<file path="src/rtl/digit_buffer_writer.sv">
// Write side of the 8-digit display buffer: scroll-in writes, backspace, swept clear.
// Optional sticky overflow flag is built when DIGIT_BUFFER_OVERFLOW_FLAG_EN is defined.
module digit_buffer_writer #(
    parameter logic [4:0] BLANK_CODE = 5'd16
) (
    input  logic       clk,
    input  logic       reset,
    input  logic       in_valid,
    output logic       in_ready,
    input  logic [1:0] in_cmd,
    input  logic [4:0] in_code,
    output logic [4:0] digit_0,
    output logic [4:0] digit_1,
    output logic [4:0] digit_2,
    output logic [4:0] digit_3,
    output logic [4:0] digit_4,
    output logic [4:0] digit_5,
    output logic [4:0] digit_6,
    output logic [4:0] digit_7,
    output logic [3:0] char_count,
    output logic       busy,
    output logic       overflow
);

    typedef enum logic {
        S_IDLE  = 1'b0,
        S_CLEAR = 1'b1
    } state_t;

    localparam logic [1:0] CMD_WRITE = 2'b00;
    localparam logic [1:0] CMD_BKSP  = 2'b01;
    localparam logic [1:0] CMD_CLEAR = 2'b10;

    state_t           r_state;
    logic [7:0][4:0]  r_dig;
    logic [2:0]       r_idx;
    logic [3:0]       r_count;
    logic             w_accept;

    assign w_accept = in_valid && (r_state == S_IDLE);

    always_ff @(posedge clk or posedge reset) begin
        if (reset) begin
            r_state <= S_IDLE;
            r_dig   <= {8{BLANK_CODE}};
            r_idx   <= '0;
            r_count <= '0;
        end else begin
            case (r_state)
                S_IDLE: begin
                    if (w_accept) begin
                        case (in_cmd)
                            CMD_WRITE: begin
                                r_dig <= {r_dig[6:0], in_code};
                                if (r_count != 4'd8)
                                    r_count <= r_count + 4'd1;
                            end
                            CMD_BKSP: begin
                                if (r_count != 4'd0) begin
                                    r_dig   <= {BLANK_CODE, r_dig[7:1]};
                                    r_count <= r_count - 4'd1;
                                end
                            end
                            CMD_CLEAR: begin
                                r_count <= '0;
                                r_idx   <= '0;
                                r_state <= S_CLEAR;
                            end
                            default: ;
                        endcase
                    end
                end
                S_CLEAR: begin
                    // One digit per cycle, right to left; the edge blanking digit_7 ends the sweep.
                    r_dig[r_idx] <= BLANK_CODE;
                    r_idx        <= r_idx + 3'd1;
                    if (r_idx == 3'd7)
                        r_state <= S_IDLE;
                end
                default: r_state <= S_IDLE;
            endcase
        end
    end

`ifdef DIGIT_BUFFER_OVERFLOW_FLAG_EN
    logic r_overflow;

    always_ff @(posedge clk or posedge reset) begin
        if (reset)
            r_overflow <= 1'b0;
        else if (w_accept && in_cmd == CMD_CLEAR)
            r_overflow <= 1'b0;
        else if (w_accept && in_cmd == CMD_WRITE && r_count == 4'd8)
            r_overflow <= 1'b1;
    end

    assign overflow = r_overflow;
`else
    assign overflow = 1'b0;
`endif

    assign in_ready   = (r_state == S_IDLE);
    assign busy       = (r_state == S_CLEAR);
    assign char_count = r_count;

    assign digit_0 = r_dig[0];
    assign digit_1 = r_dig[1];
    assign digit_2 = r_dig[2];
    assign digit_3 = r_dig[3];
    assign digit_4 = r_dig[4];
    assign digit_5 = r_dig[5];
    assign digit_6 = r_dig[6];
    assign digit_7 = r_dig[7];

endmodule

</file>
<file path="config.mk">
export PLATFORM = sky130hd
export DESIGN_NAME = digit_buffer_writer
export DESIGN_NICKNAME = d
export VERILOG_FILES = /design/src/rtl/digit_buffer_writer.sv
export SDC_FILE = /design/constraint.sdc
export NUM_CORES = 1
export LEC_CHECK = 0
export CAP_MARGIN = 20
export CORE_ASPECT_RATIO = 1.4
export CORE_UTILIZATION = 40
export DETAILED_ROUTE_END_ITERATION = 10
export GPL_TIMING_DRIVEN = 1
export PLACE_DENSITY = 0.66
export SYNTH_ARGS = -nofsm -noshare
export SYNTH_HDL_FRONTEND = slang
export SYNTH_SLANG_ARGS = --single-unit
</file>
<file path="constraint.sdc">
create_clock -name clk -period 2.2 [get_ports clk]
set_input_delay 0.44 -clock clk [delete_from_list [all_inputs] [get_ports clk]]
set_output_delay 0.44 -clock clk [all_outputs]
set_load 0.02 [all_outputs]
</file>
* Word level (Yosys, flattened, before mapping) *
Cells that the tools add are included.

storage, ports and cells
  register bits = 48
  output and inout bits = 47
  logic and storage cells = 54

cells by class
  add/sub/neg operators = 3
  magnitude comparators = 2
  equal/unequal tests = 10
  muxes and demuxes = 16
  bitwise gates (word level) = 4
  reductions and logical operators = 8

operators with widths
  cell                   count
  $pmux W40 S2           2
  $mux W40               2
  $and A32 B32 Y32       1
  $not A32 Y32           1
  $demux W5 S3           1
  $pmux W4 S3            1
  $mux W4                2
  $or A8 B8 Y8           1
  $mux W3                2
  $pmux W3 S2            1
  $mux W5                1
  $reduce_and A5 Y1      1
  $add A4 B1 Y4 const B  1
  $lt A3 B4 Y1 const B   1
  $ne A2 B1 Y1 const B   2
  $ne A2 B2 Y1 const B   2
  $ne A4 B4 Y1 const B   1
  $reduce_bool A4 Y1     1
  $sub A4 B1 Y4 const B  1
  $add A3 B1 Y3 const B  1
  $eq A3 B3 Y1 const B   1
  $ge A3 B1 Y1 const B   1
  $mux W1                3
  $ne A3 B1 Y1 const B   1
  10 further kinds       11

* Longest topological paths before layout *
  word-level depth = 7
  gate-level depth with buffers = 10
  mapped depth without buffers = 7

* Least setup slack after synthesis *
Ideal clock, no wire load.

  path type = input to register
  start = input port in_cmd[1]
  end = register r_count[2], in the netlist char_count[2]
  setup time = 121 ps
  data arrival time = 2,200 ps
  required time = 2,079 ps
  path slack = -121 ps
  stages = 10
  path buffers = 3
  cell sequence = buf_2 -> nand2b_1 -> buf_4 -> buf_2 -> xnor2_1 -> ha_1 -> nor2_1 -> mux2i_1 -> mux2_2 -> a22o_1

on the way
  cells in the longest elaborated chain, start to end = 3
  elaborated cells between the ends (all ways) = 8
  classes of those cells = eq/ne: 4; mux: 1; reduce/logical: 3

ends and longest elaborated chain
  what                                                          RTL line  RTL
  start: declaration                                            10        input logic [1:0] in_cmd,
  $eq A2 B1 Y1, or another cell as far along                    52        case (in_cmd)
  $ne A2 B2 Y1 (no line) or $reduce_bool A3 Y1 (tied branches)  --
  $reduce_and A5 Y1 (no line)                                   --
  end signal: assignment                                        56        r_count <= r_count + 4'd1;
  end signal: assignment                                        61        r_count <= r_count - 4'd1;
  end: declaration                                              37        logic [3:0] r_count;

Parallel ways exist; a longest one is shown, timed or not.
A chain may end at the register's enable or synchronous reset.

* Final worst setup path *
  start = register r_state, in the netlist busy
  end = output port in_ready

on the way
  cells in the longest elaborated chain, start to end = 1

ends and longest elaborated chain
  what                      RTL line  RTL
  start: declaration        34        state_t r_state;
  start signal: assignment  44        r_state <= S_IDLE;
  start signal: assignment  67        r_state <= S_CLEAR;
  start signal: assignment  78        r_state <= S_IDLE;
  $not A1 Y1 (no line)      --
  end: declaration          9         output logic in_ready,

No other way between the ends.

==> impl_metrics.toml <==
[sta]
fmax_mhz = 488.1
relSlewSlack_pct = 65.88
hold_viol = 0
drv_slew = 0
holdWs_ns = 0.4368
finalCritPeriodShare_pct = 93.12
tightest_slew_ns = 0.5079
setup_viol = 0
setup_slack_ns = 0.1514
skew_ns = 0.006921
fin_crit_ns = 2.049
rsz0062_at_grt = "false"

[global_routing]
grt_max_degree = 57
grt_pass1_wl_mm = 8.811
first_global_vias = 1784
track_usage_pct = 18.64
overflow = 0
antenna_found_initial = 0

[setup_path]
crit_type = "reg -> out"
setup.worst_path.end = "in_ready"
worstPathCellList = "inv_1 -> clkdlybuf4s50_1"
reg2reg_depth = 5
cpPeakStageDelay_ns = 0.62
cp.required_ns = 1.76
regToRegStartpoint = "busy"
r2r_end = "digit_1[2]"
crit_path_start = "busy"
cp.arrival_ns = 1.61
crit_fanout = 12
rrSetupSlack_ns = 0.48
endpoint_kind = "output port"
critPathSlowestCell = "clkdlybuf4s50_1"
cp-start-kind = "flop"

[clocking]
postCtsHoldBufs = 0
clockBufferDepth = 2
cts.sinks = 48
insertion_delay_ns = 0.30
cts_setup_buffers = 0
ctsHtreeMaxLevel = 2
cts_root_buf = "clkbuf_8"
cts_tree = "built"
numCtsBuffers = 5
clk_pin_slew_ns = 0.09
ctsResizeCount = 0

[detailed_routing]
detail_route.wl_per_cell_um = 15.30
drcViolationCount = 0
detail-route-antenna-nets = 0
num_vias = 1936
initialDrtViolationCount = 86
via_per_inst = 5.454
wl_mm = 5.430
first_pass_iters = 4

[synth]
seq_area_frac_synth_pct = 50.10
synth_top_cell_area_share_pct = 41.41
synth.distinct_cells = 29
yosys_warnings = 0
synthTopCellsByArea = "dfrtp_1, mux2i_1, a21oi_1"
syn_avg_cell_area_um2 = 10.60
synth_seq_cells = 48
synth_area_um2 = 2417
yosys.area.top_type = "dfrtp_1"
syn_nets = 241
netlist_instances = 228

[cells_and_area]
nets = 297
diodes = 0
n_fill_cell = 558
synthToLayoutAreaGrowth_pct = 30.85
drive_gt1_share_pct = 10.88

[floorplanning]
coreArea_um2 = 5863
dieArea_um2 = 6362
row_count = 33
die_w_um = 67.70
ios = 57
initial_core_util_pct = 41.23
die_y_um = 93.98

[placed_design]
routabilityCongestion = 0.7482
portBuffers = 55
place_ws_ns = -0.03090
place_hpwl_mm = 3.765

[run]
cap_violations = 0

[power]
ir_drop_mv = 0.7734
p_leak_nw = 1.438
total_power_mw = 4.706
p_per_area_nw_per_um2 = 1488

[run_status]
outcome = "completed"

[worst_hold_path]
hold_path_class = "in -> async"
## area by class of cell
cell class,instances,area (µm²),area share [%]
flip-flops and latches,48,1211,38.29
multi-input cells,159,1110,35.09
repair buffers,66,658.1,20.81
inverters,4,15.01,0.4747
well taps,70,87.58,2.769
clock inverters,1,5.005,0.1582
clock buffers,7,76.32,2.413
## worst max-delay path: cells and delay by family (launching register included)
kind	cells	cell delay (ns)
flip-flops	1	0.51
buffers and inverters	2	0.80
## power breakdown
group	switching (mW)	internal, mW
Combinational	1.18	1.17
Clock	0.281	0.224
Sequential	0.512	1.34
Total	1.97	2.74
## Yosys cell counts
library cell	n
a21oi_1	68
dfrtp_1	40
mux2i_1	36
buf_2	10
dfstp_2	8
nor3b_1	7
a22o_1	6
clkbuf_1	5
nand2_1	5
inv_1	4
nand3_1	4
nor2_1	4
ha_1	3
nand2b_1	3
nand3b_1	3
nor3_1	3
o21ai_0	3
buf_4	2
mux2_2	2
nand4b_1	2
nor2b_1	2
a21o_1	1
a311oi_4	1
a41oi_2	1
conb_1	1
nor4_1	1
o32ai_1	1
xnor2_1	1
xor2_1	1
## registers in the layout, summed over array words and instances (netlist names)
| signal | flops |
|---|---|
| digit_5 | 5 |
| digit_6 | 5 |
| char_count | 4 |
| busy | 1 |
| digit_4 | 5 |
| digit_0 | 5 |
| digit_3 | 5 |
| digit_7 | 5 |
| digit_2 | 5 |
| r_idx | 3 |
| digit_1 | 5 |
## worst min-delay path by stage
stage / startpoint / to / slack, ns
floorplan: digit_7[4] / digit_7[4] / 0.51
global route: reset / digit_1[0] / 0.46
finish: reset / digit_1[1] / 0.44
CTS: reset / digit_0[1] / 0.45
global placement: digit_7[4] / digit_7[4] / 0.49
detailed placement: digit_7[4] / digit_7[4] / 0.50
## layer usage
layer,wire [µm],global-route usage (%),vias up
met1,2374,23.87,932
met2,2763,30.53,51
li1,-,-,948
met3,232,3.762,5
met4,60,6.383,0
met5,0,0,-
## cells in the final DEF (no fill, tap or decap), types with 4 or more instances in the layout
cell type	Yosys	routed
a21oi_1	68	68
clkdlybuf4s50_1	0	55
dfrtp_1	40	40
mux2i_1	36	36
buf_4	2	9
dfstp_2	8	8
nor3b_1	7	7
a22o_1	6	6
nand2_1	5	5
clkbuf_8	0	5
nand3_1	4	4
nor2_1	4	4
## stage by stage
step,cells,TNS [ns],util [%],area (µm²)
floorplan,228,0,-,2427
global placement,347,0,52.56,3082
detailed placement,347,-0.03090,52.56,3082
CTS,355,0,53.95,3163
global route,355,0,53.95,3163
finish,355,0,53.95,3163
## cells by family (layout without fill, tap and decap cells)
kind of cell / Yosys count / after routing / synth area share, %
compound gates: 81 / 81 / 19.31
xor+xnor: 2 / 2 / 0.7248
fa+ha+maj: 3 / 3 / 1.553
buf+inv: 21 / 78 / 4.089
flops: 48 / 48 / 50.10
mux: 38 / 38 / 15.84
other cells: 1 / 1 / 0.1551
simple gates: 34 / 34 / 8.230
Note: power is estimated with default switching activity, not from simulation.
